--- config.mk ---
export PLATFORM = sky130hd
export DESIGN_NAME = uart_tx
export DESIGN_NICKNAME = d
export VERILOG_FILES = /design/src/rtl/uart_tx_pkg.sv /design/src/rtl/uart_tx_fifo.sv /design/src/rtl/uart_tx.sv
export SDC_FILE = /design/constraint.sdc
export NUM_CORES = 1
export LEC_CHECK = 0
export BUFFER_PORTS_ARGS = -buffer_cell sky130_fd_sc_hd__buf_2
export CAP_MARGIN = 20
export CORE_ASPECT_RATIO = 0.75
export CORE_MARGIN = 5
export CORE_UTILIZATION = 40
export CTS_BUF_LIST = sky130_fd_sc_hd__clkbuf_4 sky130_fd_sc_hd__clkbuf_8
export DETAILED_ROUTE_END_ITERATION = 12
export GPL_TIMING_DRIVEN = 0
export MAX_ROUTING_LAYER = met4
export PLACE_DENSITY = 0.56
export SYNTH_ARGS = -nofsm -noshare
export SYNTH_HDL_FRONTEND = slang
export SYNTH_HIERARCHICAL = 1
export SYNTH_SLANG_ARGS = --single-unit
--- constraint.sdc ---
create_clock -name sysclk -period 8.8 [get_ports sysclk]
set_input_delay 0.88 -clock sysclk [delete_from_list [all_inputs] [get_ports sysclk]]
set_output_delay 0.88 -clock sysclk [all_outputs]
set_load 0.1 [all_outputs]
--- src/rtl/uart_tx_pkg.sv ---
// uart_tx_pkg: line-format constants shared by the UART Tx and Rx paths,
// the bit-period derivation, and the Tx FSM state encoding.
// The PARITY state exists only when UART_TX_PARITY_EN is defined.
package uart_tx_pkg;

  localparam int unsigned DEFAULT_CLK_FREQ = 100_000_000;
  localparam int unsigned DEFAULT_BAUD     = 9600;

  // Sysclk cycles per bit, rounded to nearest (10417 at the defaults).
  function automatic int unsigned calc_clks_per_bit(input int unsigned clk_freq,
                                                    input int unsigned baud);
    return (clk_freq + baud / 2) / baud;
  endfunction

  typedef enum logic [2:0] {
    ST_IDLE   = 3'd0,
    ST_START  = 3'd1,
    ST_DATA   = 3'd2,
`ifdef UART_TX_PARITY_EN
    ST_PARITY = 3'd3,
`endif
    ST_STOP   = 3'd4
  } tx_state_t;

endpackage

--- src/rtl/uart_tx_fifo.sv ---
// uart_tx_fifo: synchronous byte FIFO ahead of the Tx shift register.
// Push on full and pop on empty are ignored; pointers wrap modulo DEPTH.
module uart_tx_fifo #(
  parameter int unsigned DEPTH = 4,
  parameter int unsigned WIDTH = 8
) (
  input  logic                     sysclk,
  input  logic                     rst,
  input  logic                     push,
  input  logic                     pop,
  input  logic [WIDTH-1:0]         din,
  output logic [WIDTH-1:0]         dout,
  output logic                     full,
  output logic                     empty,
  output logic [$clog2(DEPTH):0]   count
);

  localparam int unsigned PTR_W = $clog2(DEPTH);

  logic [WIDTH-1:0] mem [DEPTH];
  logic [PTR_W-1:0] wr_ptr;
  logic [PTR_W-1:0] rd_ptr;
  logic             do_push;
  logic             do_pop;

  assign full    = (count == (PTR_W + 1)'(DEPTH));
  assign empty   = (count == '0);
  assign do_push = push && !full;
  assign do_pop  = pop && !empty;
  assign dout    = mem[rd_ptr];

  // Storage is not reset; only entries below count are ever read.
  always_ff @(posedge sysclk) begin
    if (do_push) mem[wr_ptr] <= din;
  end

  // Pointers and occupancy; simultaneous push and pop leave count unchanged.
  always_ff @(posedge sysclk) begin
    if (!rst) begin
      wr_ptr <= '0;
      rd_ptr <= '0;
      count  <= '0;
    end else begin
      if (do_push) wr_ptr <= wr_ptr + PTR_W'(1);
      if (do_pop)  rd_ptr <= rd_ptr + PTR_W'(1);
      case ({do_push, do_pop})
        2'b10:   count <= count + (PTR_W + 1)'(1);
        2'b01:   count <= count - (PTR_W + 1)'(1);
        default: count <= count;
      endcase
    end
  end

endmodule

--- src/rtl/uart_tx.sv ---
// uart_tx: FIFO-buffered UART transmitter, LSB first, idle-high line.
// Define UART_TX_PARITY_EN to insert a parity bit (sense set by PARITY_ODD).
//
// state  | meaning
// IDLE   | line high, waiting for a queued byte
// START  | start bit (low)
// DATA   | data bits 0..7, LSB first
// PARITY | parity bit (only with UART_TX_PARITY_EN)
// STOP   | STOP_BITS stop bits (high); chains straight into START if queued
module uart_tx
  import uart_tx_pkg::*;
#(
  parameter int unsigned CLK_FREQ   = DEFAULT_CLK_FREQ,
  parameter int unsigned BAUD       = DEFAULT_BAUD,
  parameter int unsigned FIFO_DEPTH = 4,
  parameter int unsigned STOP_BITS  = 1,
  parameter int unsigned PARITY_ODD = 0
) (
  input  logic                          sysclk,
  input  logic                          rst,
  input  logic [7:0]                    tx_data,
  input  logic                          tx_valid,
  output logic                          tx_ready,
  output logic                          TxSerial,
  output logic                          tx_busy,
  output logic [$clog2(FIFO_DEPTH):0]   fifo_count
);

  localparam int unsigned CLKS_PER_BIT = calc_clks_per_bit(CLK_FREQ, BAUD);
  localparam int unsigned CNT_W        = $clog2(CLKS_PER_BIT);

  // Reject configurations the frame logic is not built for.
  if (STOP_BITS < 1 || STOP_BITS > 2 || PARITY_ODD > 1 || CLKS_PER_BIT < 2 ||
      FIFO_DEPTH < 2 || (FIFO_DEPTH & (FIFO_DEPTH - 1)) != 0) begin : g_bad_cfg
    $error("uart_tx: unsupported parameter set");
  end

  tx_state_t        state, state_n;
  logic [CNT_W-1:0] baud_cnt, baud_cnt_n;
  logic [2:0]       bit_idx, bit_idx_n;
  logic [7:0]       shift_q, shift_n;
  logic             tx_n;
  logic             bit_end;
  logic             fifo_pop;
  logic             fifo_full;
  logic             fifo_empty;
  logic [7:0]       fifo_dout;

  uart_tx_fifo #(
    .DEPTH (FIFO_DEPTH),
    .WIDTH (8)
  ) u_fifo (
    .sysclk (sysclk),
    .rst    (rst),
    .push   (tx_valid),
    .pop    (fifo_pop),
    .din    (tx_data),
    .dout   (fifo_dout),
    .full   (fifo_full),
    .empty  (fifo_empty),
    .count  (fifo_count)
  );

  assign tx_ready = !fifo_full;
  assign tx_busy  = (state != ST_IDLE) || (fifo_count != '0);
  assign bit_end  = (baud_cnt == CNT_W'(CLKS_PER_BIT - 1));

  // State register plus the bit-timing datapath and the registered line.
  always_ff @(posedge sysclk) begin
    if (!rst) begin
      state    <= ST_IDLE;
      baud_cnt <= '0;
      bit_idx  <= '0;
      shift_q  <= '0;
      TxSerial <= 1'b1;
    end else begin
      state    <= state_n;
      baud_cnt <= baud_cnt_n;
      bit_idx  <= bit_idx_n;
      shift_q  <= shift_n;
      TxSerial <= tx_n;
    end
  end

  // Next-state: every bit state advances on the last cycle of its bit period.
  always_comb begin
    state_n = state;
    case (state)
      ST_IDLE:  if (!fifo_empty) state_n = ST_START;
      ST_START: if (bit_end) state_n = ST_DATA;
      ST_DATA: begin
        if (bit_end && bit_idx == 3'd7) begin
`ifdef UART_TX_PARITY_EN
          state_n = ST_PARITY;
`else
          state_n = ST_STOP;
`endif
        end
      end
`ifdef UART_TX_PARITY_EN
      ST_PARITY: if (bit_end) state_n = ST_STOP;
`endif
      ST_STOP: begin
        if (bit_end && bit_idx == 3'(STOP_BITS - 1))
          state_n = fifo_empty ? ST_IDLE : ST_START;
      end
      default: state_n = ST_IDLE;
    endcase
  end

  // Outputs: pop, next line level, counter and bit index updates.
  always_comb begin
    fifo_pop   = 1'b0;
    baud_cnt_n = bit_end ? '0 : baud_cnt + CNT_W'(1);
    bit_idx_n  = bit_idx;
    shift_n    = shift_q;
    tx_n       = TxSerial;
    case (state)
      ST_IDLE: begin
        baud_cnt_n = '0;
        if (!fifo_empty) begin
          fifo_pop  = 1'b1;
          shift_n   = fifo_dout;
          bit_idx_n = '0;
          tx_n      = 1'b0;
        end
      end
      ST_START: begin
        if (bit_end) begin
          bit_idx_n = '0;
          tx_n      = shift_q[0];
        end
      end
      ST_DATA: begin
        if (bit_end) begin
          if (bit_idx == 3'd7) begin
            bit_idx_n = '0;
`ifdef UART_TX_PARITY_EN
            tx_n = (PARITY_ODD != 0) ? ~^shift_q : ^shift_q;
`else
            tx_n = 1'b1;
`endif
          end else begin
            bit_idx_n = bit_idx + 3'd1;
            tx_n      = shift_q[bit_idx + 3'd1];
          end
        end
      end
`ifdef UART_TX_PARITY_EN
      ST_PARITY: begin
        if (bit_end) begin
          bit_idx_n = '0;
          tx_n      = 1'b1;
        end
      end
`endif
      ST_STOP: begin
        if (bit_end) begin
          if (bit_idx == 3'(STOP_BITS - 1)) begin
            bit_idx_n = '0;
            if (!fifo_empty) begin
              fifo_pop = 1'b1;
              shift_n  = fifo_dout;
              tx_n     = 1'b0;
            end else begin
              tx_n = 1'b1;
            end
          end else begin
            bit_idx_n = bit_idx + 3'd1;
          end
        end
      end
      default: begin
        baud_cnt_n = '0;
        tx_n       = 1'b1;
      end
    endcase
  end

endmodule

## Word level (Yosys, flattened, before mapping)

Memory sizes are Yosys's and may differ from the RTL's. A register that Yosys moved wholly into a read port is not among the register bits.
Index checks and enable logic that the tools add are counted.

| word-level totals | value |
|---|---|
| register bits after elaboration | 36 |
| RAM bits | 32 |
| output and inout bits | 6 |
| memories kept | 1 |

| cells by class | value |
|---|---|
| add/subtract/negate cells | 6 |
| $lt $le $gt $ge | 1 |
| equal/unequal tests | 15 |
| multiplexer cells | 36 |
| bitwise gates (word level) | 2 |
| reduce and logical (&&, ||, !) cells | 21 |

Memories:

| memory | words | bits a word | rd ports | clocked after memory_dff | wr ports | RTL line | text |
|---|---|---|---|---|---|---|---|
| u_fifo.mem | 4 | 8 | 1 | 1 | 1 | uart_tx_fifo.sv:20 | `logic [WIDTH-1:0] mem [DEPTH];` |

Operators by type and width:

| kind | count |
|---|---|
| $mux 3 | 10 |
| $mux 8 | 3 |
| $pmux 3 s4 | 2 |
| $pmux 8 s2 | 1 |
| $add 14x1->14 const B | 1 |
| $eq 14x14->1 const B | 1 |
| $mux 1 | 14 |
| $ne 2x2->1 const B | 7 |
| $reduce_and 5->1 | 2 |
| $eq 3x3->1 const B | 3 |
| $logic_not 3->1 | 3 |
| $add 3x1->3 const B | 2 |
| $pmux 3 s2 | 1 |
| $reduce_bool 3->1 | 2 |
| $reduce_or 3->1 | 2 |
| $add 2x1->2 const B | 2 |
| $logic_and 1x1->1 | 4 |
| $lt 3x4->1 const B | 1 |
| $mux 2 | 2 |
| $pmux 1 s4 | 1 |
| $reduce_and 4->1 | 1 |
| $reduce_bool 2->1 | 2 |
| $reduce_bool 4->1 | 1 |
| $bmux 1 s3 | 1 |
| other kinds (10) | 12 |

## Longest topological paths before layout

Gate-level depths: netlist of run 1.

| logic depth | value |
|---|---|
| word-level depth | 8 |
| depth in mapped cells | 14 |
| gate-level depth less buffers | 13 |

## By module

The synthesis of run 1 kept the hierarchy.

By module, submodules not included:

| module | times used | cells each | area each (µm²) |
|---|---|---|---|
| uart_tx_fifo | 1 | 96 | 1644.1 |
| uart_tx | 1 | 176 | 1527.7 |

## Least setup slack after synthesis of run 1

No wires, ideal clock.

| timing path | value |
|---|---|
| kind | register -> register |
| start | reg baud_cnt[0] |
| end | reg u_fifo.count[2] |
| library setup time | 0.070 ns |
| arrival time | 3.391 ns |
| path slack | 5.339 ns |
| cell stages (with the launch flop) | 15 |
| buffers on the path | 1 |
| path through | dfxtp_1 -> inv_1 -> ha_1 -> or4b_4 -> nor4_4 -> nand2b_2 -> a2111oi_4 -> buf_6 -> nor2b_1 -> ha_1 -> inv_1 -> fa_1 -> xor2_1 -> or3_1 -> a21boi_1 |

| on the way | value |
|---|---|
| word-level cells in the longest chain between the ends | 6 |
| elaborated cells between the ends (all ways) | 8 |

Ends and longest elaborated chain:

| element | RTL line | text |
|---|---|---|
| start, declared | uart_tx.sv:39 | `logic [CNT_W-1:0] baud_cnt, baud_cnt_n;` |
| start signal, assigned | uart_tx.sv:78 | `baud_cnt <= baud_cnt_n;` |
| $eq 14x14->1 * | uart_tx.sv:66 | `assign bit_end = (baud_cnt == CNT_W'(CLKS_PER_BIT - 1));` |
| $mux 1 * | uart_tx.sv:158 | `if (bit_end) begin` |
| $pmux 1 s2 * | uart_tx.sv:118 | `case (state)` |
| via fifo_pop | uart_tx.sv:44 | `logic fifo_pop;` |
| $logic_and 1x1->1 * | uart_tx_fifo.sv:29 | `assign do_pop = pop && !empty;` |
| via u_fifo.do_pop | uart_tx_fifo.sv:24 | `logic do_pop;` |
| $eq 2x1->1 or $eq 2x2->1 (tied branches) | uart_tx_fifo.sv:46 | `case ({do_push, do_pop})` |
| $pmux 3 s2 or $reduce_bool 2->1 (tied branches) | n/a |  |
| end signal, assigned | uart_tx_fifo.sv:47 | `2'b10: count <= count + (PTR_W + 1)'(1);` |
| end signal, assigned | uart_tx_fifo.sv:48 | `2'b01: count <= count - (PTR_W + 1)'(1);` |
| end signal, assigned | uart_tx_fifo.sv:49 | `default: count <= count;` |
| end, declared | uart_tx_fifo.sv:15 | `output logic [$clog2(DEPTH):0] count` |

The timed path passes the listed nets; every way through them passes the cells marked *.
A chain may end at the register's enable or synchronous reset.

## Worst setup path after layout of run 1

Same ends and word-level chain as after synthesis.

==> results_dict.tcl, run 1 <==
set metrics [dict create \
    finalMaxSlewViolations 0 \
    path_buf_inv 3 \
    ff_latch_area_um2 1720 \
    setup_violations 0 \
    core.rowCount 28 \
    grt_first_pass_wirelength_um 9410 \
    via_per_inst 4.83 \
    clk_latency_ns 0.35 \
    numPortBuffers 15 \
    grt.total_usage 0.131 \
    clkPwrFrac 0.259 \
    cts-root-buf "clkbuf_8" \
    area_growth_pct 13.4 \
    drt_iter0_markers 81 \
    syn-mean-instance-area_um2 11.7 \
    post_cts_buffers 0 \
    powerDensity_nw_per_um2 303 \
    cts.sinks 70 \
    finClkSkew_ns 0.00550 \
    timing.slew.headroom 0.622 \
    hold_path_class "register to register" \
    outcome "finished clean" \
    fillers 731 \
    seq_power_share 0.388 \
    ctsHtreeMaxLevel 3 \
    tightest_slew_ns 0.564 \
    arrival_ns 4.06 \
    yosysTopAreaCell "edfxtp_1" \
    fmax_mhz 265 \
    syn_nets 294 \
    synth_edf_count 32 \
    cap_viol_max_count 0 \
    wl_per_cell_um 13.4 \
    synth_top_area_share 0.303 \
    grt_overflow_total 0 \
    synthCells 272 \
    p_comb_frac 0.354 \
    slowest_stage "nor4_4" \
    post-route-min-period_ns 3.77 \
    drt-pass1-iter-count 4 \
    crit_type "register to register" \
    path_clk_slew_ns 0.07 \
    cts_buffers 9 \
    netlist_area_um2 3170 \
    total_power_w 0.00109 \
    whs_ns 0.460 \
    power.switching_w 0.000397 \
    core_um2 7810 \
    ios 17 \
    dieWidth_um 113 \
    initial_core_util 0.406 \
    crit_chain "inv_1 > ha_1 > or4b_4 > nor4_4 > nand2b_2 > a2111oi_4 > buf_6 > nor2b_1 > ha_1 > inv_1 > fa_1 > xor2_1 > or3_1 > a21boi_1" \
    vdd_drop_max_uv 116 \
    synth_cell_types 48 \
    finalNetCount 320 \
    vias 1969 \
    antenna_cells 0 \
    hold_violations 0 \
    routabilityCongestion 0.783 \
    multiInputGateArea_um2 1340 \
    ant_nets 0 \
    cts-resized-gates 0 \
    die_y_um 87.1 \
    ys_warn_count 6 \
    leakage_nw 1.27 \
    ys_seq_area_frac 0.543 \
    hold_buffers 0 \
    async_flop_share 0 \
    grt_pass1_vias 1909 \
    clockBufferDepth 2 \
    pre_cts_ws_ns 5.04 \
    ys_seq_elements 70 \
    crit_required_ns 9.09 \
    p_int_w 0.000694 \
    cp_top_family "simple AND/OR/NAND/NOR gates" \
    cp-start-kind "register" \
    cp_slowest_stage_delay_ns 0.49 \
    grt_max_degree 13 \
    rsz0062_at_grt "no" \
    synthFlopType "dfxtp_1" \
    endpoint_kind "register" \
    critPathMaxFanout 12 \
    cts_tree "yes" \
    antenna_found_initial 0 \
    drcViolationCount 0 \
    post-route-period-util 0.428 \
    synth_area_leaders "edfxtp_1 30%, dfxtp_1 24%, mux4_2 6.4%" \
    tns_ns 0 \
    setup_ws_ns 5.03 \
    switching_share 0.364 \
    drive_gt1_frac 0.172 \
    wirelength_um 5480 \
    place_hpwl_um 3820 \
    die_area_um2 9830 \
]
## through the flow
step            util  instance area (µm²)  std cells
4_1_cts        0.460                 3600        408
5_1_grt        0.460                 3600        408
2_1_floorplan      -                 3170        272
3_3_place_gp   0.432                 3380        392
3_5_place_dp   0.432                 3380        392
6_report       0.460                 3600        408
## cells in the mapped netlist, types with 2 or more instances
cell type and n:
nor2_1 21, mux4_2 9, and3_1 3, nand2_1 41
and2_1 6, nor3b_1 2, clkbuf_1 7, a21boi_1 2
a31oi_1 2, nand3_1 3, o21ai_0 9, mux2i_1 15
nor3_1 3, nor2b_1 4, nand2b_1 3, xnor2_1 7
xor2_1 8, nand4_1 3, buf_1 2, or3_1 2
a21oi_1 2, dfxtp_1 38, buf_2 2, inv_1 13
ha_1 10, edfxtp_1 32, o21a_1 2
## final cells by class
class | instances | share of cell area
sequential | 70 | 0.479
multi-input combinational | 176 | 0.373
clock buffer | 10 | 0.0365
tap | 105 | 0.0365
clock inverter | 6 | 0.0240
timing repair buffer | 15 | 0.0209
buffer | 12 | 0.0153
inverter | 14 | 0.0146
## logic make-up (layout without fill, tap and decap cells)
kind of cell    after synthesis  in the layout  synth area share
compound gates               24             24            0.0568
xor+xnor                     15             15            0.0414
fa+ha+maj                    11             11            0.0458
buf+inv                      26             57            0.0339
flops                        70             70             0.543
mux                          25             25             0.115
simple gates                101            101             0.164
## layout by cell type, fill, tap and decap left out, types with 2 or more instances in the layout
cell / count
or3_1: 2
nor3_1: 3
xnor2_1: 7
mux2i_1: 15
buf_2: 17
dfxtp_1: 38
and3_1: 3
buf_1: 2
clkinv_2: 2
mux4_2: 9
nand2_1: 41
clkbuf_1: 7
xor2_1: 8
ha_1: 10
o21ai_0: 9
a21boi_1: 2
clkbuf_8: 9
bufinv_16: 2
a21oi_1: 2
nand2b_1: 3
nor2b_1: 4
o21a_1: 2
inv_1: 13
nand4_1: 3
a31oi_1: 2
edfxtp_1: 32
and2_1: 6
nor3b_1: 2
nor2_1: 21
nand3_1: 3
## worst paths after layout
kind | startpoint | to | slack, ns | cells after the start
max reg2reg | baud_cnt[0] | u_fifo/count[2] | 5.03 | 14
max | baud_cnt[0] | u_fifo/count[2] | 5.03 | 14
min | shift_q[3] | shift_q[3] | 0.46 | 2
min reg2reg | shift_q[3] | shift_q[3] | 0.46 | 2
## sequential cells by signal (all words and copies together) (netlist names), named ones only
| register | count |
|---|---|
| u_fifo/mem | 32 |
| baud_cnt | 14 |
| shift_q | 8 |
| bit_idx | 3 |
| state | 3 |
| u_fifo/count | 3 |
| u_fifo/rd_ptr | 2 |
| u_fifo/wr_ptr | 2 |
| TxSerial | 1 |
## worst reg2reg max path, cell delays in order, from the launching register on
cell and delay (ns):
dfxtp_1 0.36, inv_1 0.07, ha_1 0.14, or4b_4 0.47, nor4_4 0.49, nand2b_2 0.13, a2111oi_4 0.36, buf_6 0.22
nor2b_1 0.23, ha_1 0.21, inv_1 0.06, fa_1 0.37, xor2_1 0.15, or3_1 0.30, a21boi_1 0.14
## power groups by stage
stage | clock network (W) | logic, W | registers [W]
5_1_grt | 0.000307 | 0.000426 | 0.000431
6_report | 0.000282 | 0.000386 | 0.000423
3_5_place_dp | 0 | 0.000391 | 0.000431
2_1_floorplan | 0 | 0.000274 | 0.000475
3_3_place_gp | 0 | 0.000389 | 0.000429
4_1_cts | 0.000292 | 0.000392 | 0.000423
## metal layers
metal  vias to the layer above  track usage  routed length, µm
met2                        27        0.183               2350
met3                         7       0.0521                255
met1                       926        0.172               2790
li1                       1009            -                  -
met5                         -            -                  0
met4                         0       0.0524                 88
(Power assumes the default switching activity.)
==> inputs of run 2 (changes only) <==
==> constraint.sdc (replaced) <==
create_clock -name sysclk -period 3.6 [get_ports sysclk]
set_input_delay 0.36 -clock sysclk [delete_from_list [all_inputs] [get_ports sysclk]]
set_output_delay 0.36 -clock sysclk [all_outputs]
set_load 0.1 [all_outputs]
==> run 2 against run 1 <==
  * Die area did not move
  * Sequential power is 140% higher
  * Clock-buffer cell count did not move
  * Core utilization is 0.75 points higher
  * Design area rose by 1.6%
  * Hold slack got worse by 0.24 ns
==> results_dict.tcl, run 2 (synthesis gave the netlist of run 1 again) <==
set metrics [dict create \
    slowest_stage "or4b_4" \
    via_per_inst 4.80 \
    vias 1982 \
    vdd_drop_max_uv 290 \
    drt-pass1-iter-count 4 \
    finalMaxSlewViolations 0 \
    post-route-min-period_ns 3.42 \
    setup_ws_ns 0.181 \
    largest_register "u_fifo/mem" \
    dieWidth_um 113 \
    core.rowCount 28 \
    cap_viol_max_count 0 \
    wirelength_um 5570 \
    crit_type "register to register" \
    mostFrequentLayoutCell "nand2_1" \
    ant_nets 0 \
    pre_cts_ws_ns -0.162 \
    hold_buffers 0 \
    critPathMostFrequentCell "inv_1" \
    grt_overflow_total 0 \
    finalNetCount 325 \
    area_growth_pct 15.2 \
    antenna_found_initial 0 \
    crit_required_ns 3.89 \
    clk_latency_ns 0.35 \
    core_um2 7810 \
    ios 17 \
    hold_violations 0 \
    grt_max_degree 13 \
    reg.largest.list "u_fifo/mem x32, baud_cnt x14, shift_q x8" \
    endpoint_kind "register" \
    cts_tree "yes" \
    rsz0062_at_grt "no" \
    grt_pass1_vias 1925 \
    post_dp_cell_area_um2 3380 \
    drive_gt1_frac 0.195 \
    largest_reg_flops 32 \
    crit_chain "inv_1 > ha_1 > or4b_4 > nor4_4 > nand2b_2 > a2111oi_4 > buf_6 > nor2b_4 > ha_4 > inv_1 > fa_1 > xor2_1 > or3_1 > a21boi_1" \
    post-route-period-util 0.950 \
    total_power_w 0.00275 \
    leakage_nw 1.30 \
    grt_first_pass_wirelength_um 9490 \
    outcome "finished clean" \
    fillers 723 \
    clockBufferDepth 2 \
    layout_common_cells "41 x nand2_1, 37 x dfxtp_1, 32 x edfxtp_1" \
    cts.sinks 70 \
    stdcell_area_um2 3650 \
    timing.slew.headroom 0.524 \
    arrival_ns 3.70 \
    place_hpwl_um 3820 \
    antenna_cells 0 \
    ctsHtreeMaxLevel 3 \
    drcViolationCount 0 \
    setup_violations 0 \
    fmax_mhz 293 \
    cp-start-kind "register" \
    routabilityCongestion 0.783 \
    numPortBuffers 15 \
    cts_buffers 9 \
    hold_path_class "input port to register" \
    cp_slowest_stage_delay_ns 0.47 \
    whs_ns 0.222 \
    grt.total_usage 0.133 \
    initial_core_util 0.406 \
    finClkSkew_ns 0.00546 \
    drt_iter0_markers 82 \
    cts-root-buf "clkbuf_8" \
    die_y_um 87.1 \
    die_area_um2 9830 \
    wl_per_cell_um 13.5 \
    critPathMaxFanout 6 \
    path_clk_slew_ns 0.07 \
    tightest_slew_ns 0.710 \
    powerDensity_nw_per_um2 753 \
]
run 2: changes by cell type in the layout (fill, tap and decap cells not counted):
cell | before | now
buf_4 | 0 | 5
ha_1 | 10 | 9
dfxtp_1 | 38 | 37
ha_4 | 0 | 1
dfxtp_2 | 0 | 1
nor2b_4 | 0 | 1
nor2b_1 | 4 | 3
run 2: area by class of cell:
| class | count | area (µm²) | area share |
|---|---|---|---|
| plain buffers | 12 | 55.1 | 0.0151 |
| clock buffers | 10 | 131 | 0.0359 |
| clock inverters | 6 | 86.3 | 0.0236 |
| inverters | 14 | 52.6 | 0.0144 |
| multi-input cells | 176 | 1360 | 0.373 |
| flip-flops and latches | 70 | 1720 | 0.471 |
| well taps | 105 | 131 | 0.0359 |
| repair buffers | 20 | 113 | 0.0308 |
run 2: path summary, 6_finish.rpt:
check	start	to	slack [ns]	cells past startpoint
max	baud_cnt[0]	u_fifo/count[2]	0.18	14
max reg2reg	baud_cnt[0]	u_fifo/count[2]	0.18	14
min reg2reg	shift_q[3]	shift_q[3]	0.46	2
min	tx_data[3]	u_fifo/mem[3][3]	0.22	1
run 2: timing repair:
action | CTS | global route
endpoints found under the setup margin | 1 | 1
buffers inserted | 1 | 4
gates resized for setup | 0 | 5
pin swaps | 1 | 2
run 2: per-layer routing:
layer,vias to the layer above,track usage,share of wire
met5,-,-,0
met4,0,0.0524,0.015
met3,7,0.0521,0.041
met2,25,0.185,0.43
met1,930,0.173,0.52
li1,1020,-,-
run 2: where the power goes:
part | switching [W] | internal [W] | total [W]
Combinational | 0.000625 | 0.000404 | 0.00103
Clock | 0.000292 | 0.000396 | 0.000688
Sequential | 0.0000747 | 0.000959 | 0.00103
run 2: metrics by stage:
stage / utilization / std cells / setup TNS (ns)
floorplan: - / 272 / 0
global placement: 0.432 / 392 / -0.141
detailed placement: 0.432 / 392 / -0.162
CTS: 0.461 / 409 / 0
global route: 0.468 / 413 / 0
finish: 0.468 / 413 / 0
run 2: critical path: cells and delay by family, from the launching register on:
| family | cells | cell delay, ns |
|---|---|---|
| simple gates | 5 | 1.43 |
| compound gates | 2 | 0.50 |
| xor+xnor | 1 | 0.15 |
| buf+inv | 3 | 0.28 |
| flops | 1 | 0.35 |
| fa+ha+maj | 3 | 0.66 |
==> inputs of run 3 (changes only) <==
--- a/config.mk
+++ b/config.mk
@@ -5,6 +5,7 @@
 export SDC_FILE = /design/constraint.sdc
 export NUM_CORES = 1
 export LEC_CHECK = 0
+export ABC_AREA = 1
 export BUFFER_PORTS_ARGS = -buffer_cell sky130_fd_sc_hd__buf_2
 export CAP_MARGIN = 20
 export CORE_ASPECT_RATIO = 0.75
==> run 3 against run 2 <==
  * Sequential cell count did not move
  * Clock power increased by 0.9%
  * Core utilization increased by 0.29 points
  * Wire length rose by 18%
  * Clock skew grew 0.0018 ns
  * Critical path type unchanged
  * Largest power group is now combinational logic
  * Highest routed layer unchanged
==> results_dict.tcl, run 3 <==
set metrics [dict create \
    timing.slew.headroom 0.476 \
    cts_buffers 9 \
    fmax_mhz 363 \
    critPathMostFrequentCell "inv_1" \
    powerDensity_nw_per_um2 786 \
    via_per_inst 4.66 \
    syn_nets 422 \
    synth_top_area_share 0.289 \
    hold_violations 0 \
    numPortBuffers 16 \
    initial_core_util 0.416 \
    vias 2503 \
    layout_common_cells "73 x nand2_1, 73 x nor2_1, 56 x inv_1" \
    ys_warn_count 6 \
    reg.largest.list "u_fifo/mem x32, baud_cnt x14, shift_q x8" \
    tightest_slew_ns 0.783 \
    cts-root-buf "clkbuf_8" \
    synthMuxAreaShare 0 \
    die_area_um2 10300 \
    synth-xor-area-share 0.0184 \
    leakage_nw 1.55 \
    post-place-cells 521 \
    grt.total_usage 0.142 \
    crit_type "register to register" \
    slowest_stage "dfxtp_1" \
    tns_ns 0 \
    yosys.area_share.simple 0.252 \
    fillers 811 \
    drt-pass1-iter-count 4 \
    outcome "finished clean" \
    ctsHtreeMaxLevel 3 \
    synth_compound_area_frac 0.0903 \
    clk_latency_ns 0.34 \
    wirelength_um 6550 \
    grt_overflow_total 0 \
    netlist_area_um2 3330 \
    synth_top_family_by_area "simple AND/OR/NAND/NOR gates" \
    setup_violations 0 \
    ios 17 \
    drive_gt1_frac 0.123 \
    cts_tree "yes" \
    drt_iter0_markers 132 \
    synthAdderAreaFrac 0.0436 \
    crit_chain "inv_1 > ha_1 > nand2_1 > a211oi_2 > nand2_1 > inv_2 > inv_1 > nor2_1 > ha_1 > inv_1 > fa_1 > inv_1 > nand2_1 > nand3_1 > nand2_1 > inv_1 > nor2_1" \
    synthTopCellsByCount "73 x nand2_1, 73 x nor2_1, 56 x inv_1, 38 x dfxtp_1, 32 x edfxtp_1" \
    core_um2 7990 \
    synth_cell_types 28 \
    stdcell_area_um2 3760 \
    final_cells 537 \
    die_y_um 89.0 \
    ys_seq_elements 70 \
    setup_ws_ns 0.844 \
    largest_register "u_fifo/mem" \
    dieWidth_um 115 \
    crit_required_ns 3.85 \
    wl_per_cell_um 12.2 \
    antenna_found_initial 0 \
    finalNetCount 449 \
    path_buf_inv 6 \
    place_hpwl_um 4610 \
    area_growth_pct 13.1 \
    hold_buffers 0 \
    syn-mean-instance-area_um2 8.31 \
    hold_path_class "input port to register" \
    synthFlopType "dfxtp_1" \
    synth_area_leaders "edfxtp_1 29%, dfxtp_1 23%, nand2_1 8.2%" \
    critPathMaxFanout 11 \
    post-route-min-period_ns 2.76 \
    cp_slowest_stage_delay_ns 0.39 \
    async_flop_share 0 \
    post_cts_buffers 0 \
    synth_edf_count 32 \
    path_clk_slew_ns 0.07 \
    grt_first_pass_wirelength_um 10800 \
    cts-resized-gates 0 \
    arrival_ns 3.00 \
    ys_seq_area_frac 0.518 \
    cp-start-kind "register" \
    post_dp_cell_area_um2 3540 \
    synthCells 400 \
    cap_viol_max_count 0 \
    antenna_cells 0 \
    pre_cts_ws_ns 0.838 \
    vdd_drop_max_uv 350 \
    clockBufferDepth 2 \
    cp_top_family "adder cells" \
    ant_nets 0 \
    post-route-period-util 0.766 \
    cts.sinks 70 \
    core.rowCount 28 \
    routabilityCongestion 0.853 \
    yosysTopAreaCell "edfxtp_1" \
    largest_reg_flops 32 \
    finalMaxSlewViolations 0 \
    finClkSkew_ns 0.00724 \
    grt_max_degree 14 \
    grt_pass1_vias 2226 \
    endpoint_kind "register" \
    rsz0062_at_grt "no" \
    drcViolationCount 0 \
]
[run 3: final timing paths]
| check | startpoint | endpoint | slack, ns | depth (start not counted) |
|---|---|---|---|---|
| setup / recovery | bit_idx[0] | u_fifo/count[2] | 0.84 | 17 |
| hold / removal | tx_data[2] | u_fifo/mem[2][2] | 0.23 | 1 |
| setup reg to reg | bit_idx[0] | u_fifo/count[2] | 0.84 | 17 |
| hold reg to reg | TxSerial | TxSerial | 0.46 | 2 |
[run 3: final cells by class]
class	instances	area, µm²	share of cell area
well taps	105	131	0.0349
clock inverters	7	98.8	0.0263
flip-flops and latches	70	1720	0.458
plain buffers	4	37.5	0.00998
inverters	59	221	0.0589
repair buffers	16	80.1	0.0213
multi-input cells	267	1350	0.358
clock buffers	9	124	0.0329
[run 3: cell families (layout without fill, tap and decap cells)]
| logic type | after synthesis | after routing |
|---|---|---|
| xor+xnor | 7 | 7 |
| buf+inv | 63 | 95 |
| compound gates | 54 | 54 |
| simple gates | 195 | 195 |
| fa+ha+maj | 11 | 11 |
| flops | 70 | 70 |
[run 3: metal layers]
layer / GRT usage / wire [µm] / vias up / share of wire
met1: 0.194 / 3530 / 1127 / 0.54
met2: 0.199 / 2800 / 22 / 0.43
li1: - / - / 1352 / -
met4: 0.0320 / 29 / 0 / 0.0044
met3: 0.0548 / 195 / 2 / 0.030
met5: - / 0 / - / 0
[run 3: power by group]
| part | internal, W | leakage, nW | total [W] | switching (W) |
|---|---|---|---|---|
| sequential | 0.000960 | 0.604 | 0.00105 | 0.0000891 |
| clock | 0.000392 | 0.109 | 0.000694 | 0.000303 |
| combinational | 0.000350 | 0.835 | 0.00121 | 0.000861 |
| total | 0.00170 | 1.55 | 0.00295 | 0.00125 |
[run 3: per-stage QoR]
stage / total power [W] / hold WS [ns] / util
final: 0.00295 / 0.228 / 0.471
after global routing: 0.00319 / 0.196 / 0.471
after CTS: 0.00299 / 0.199 / 0.471
after detailed placement: 0.00228 / 0.444 / 0.443
after global placement: 0.00226 / 0.443 / 0.443
after floorplan: 0.00203 / 0.441 / -
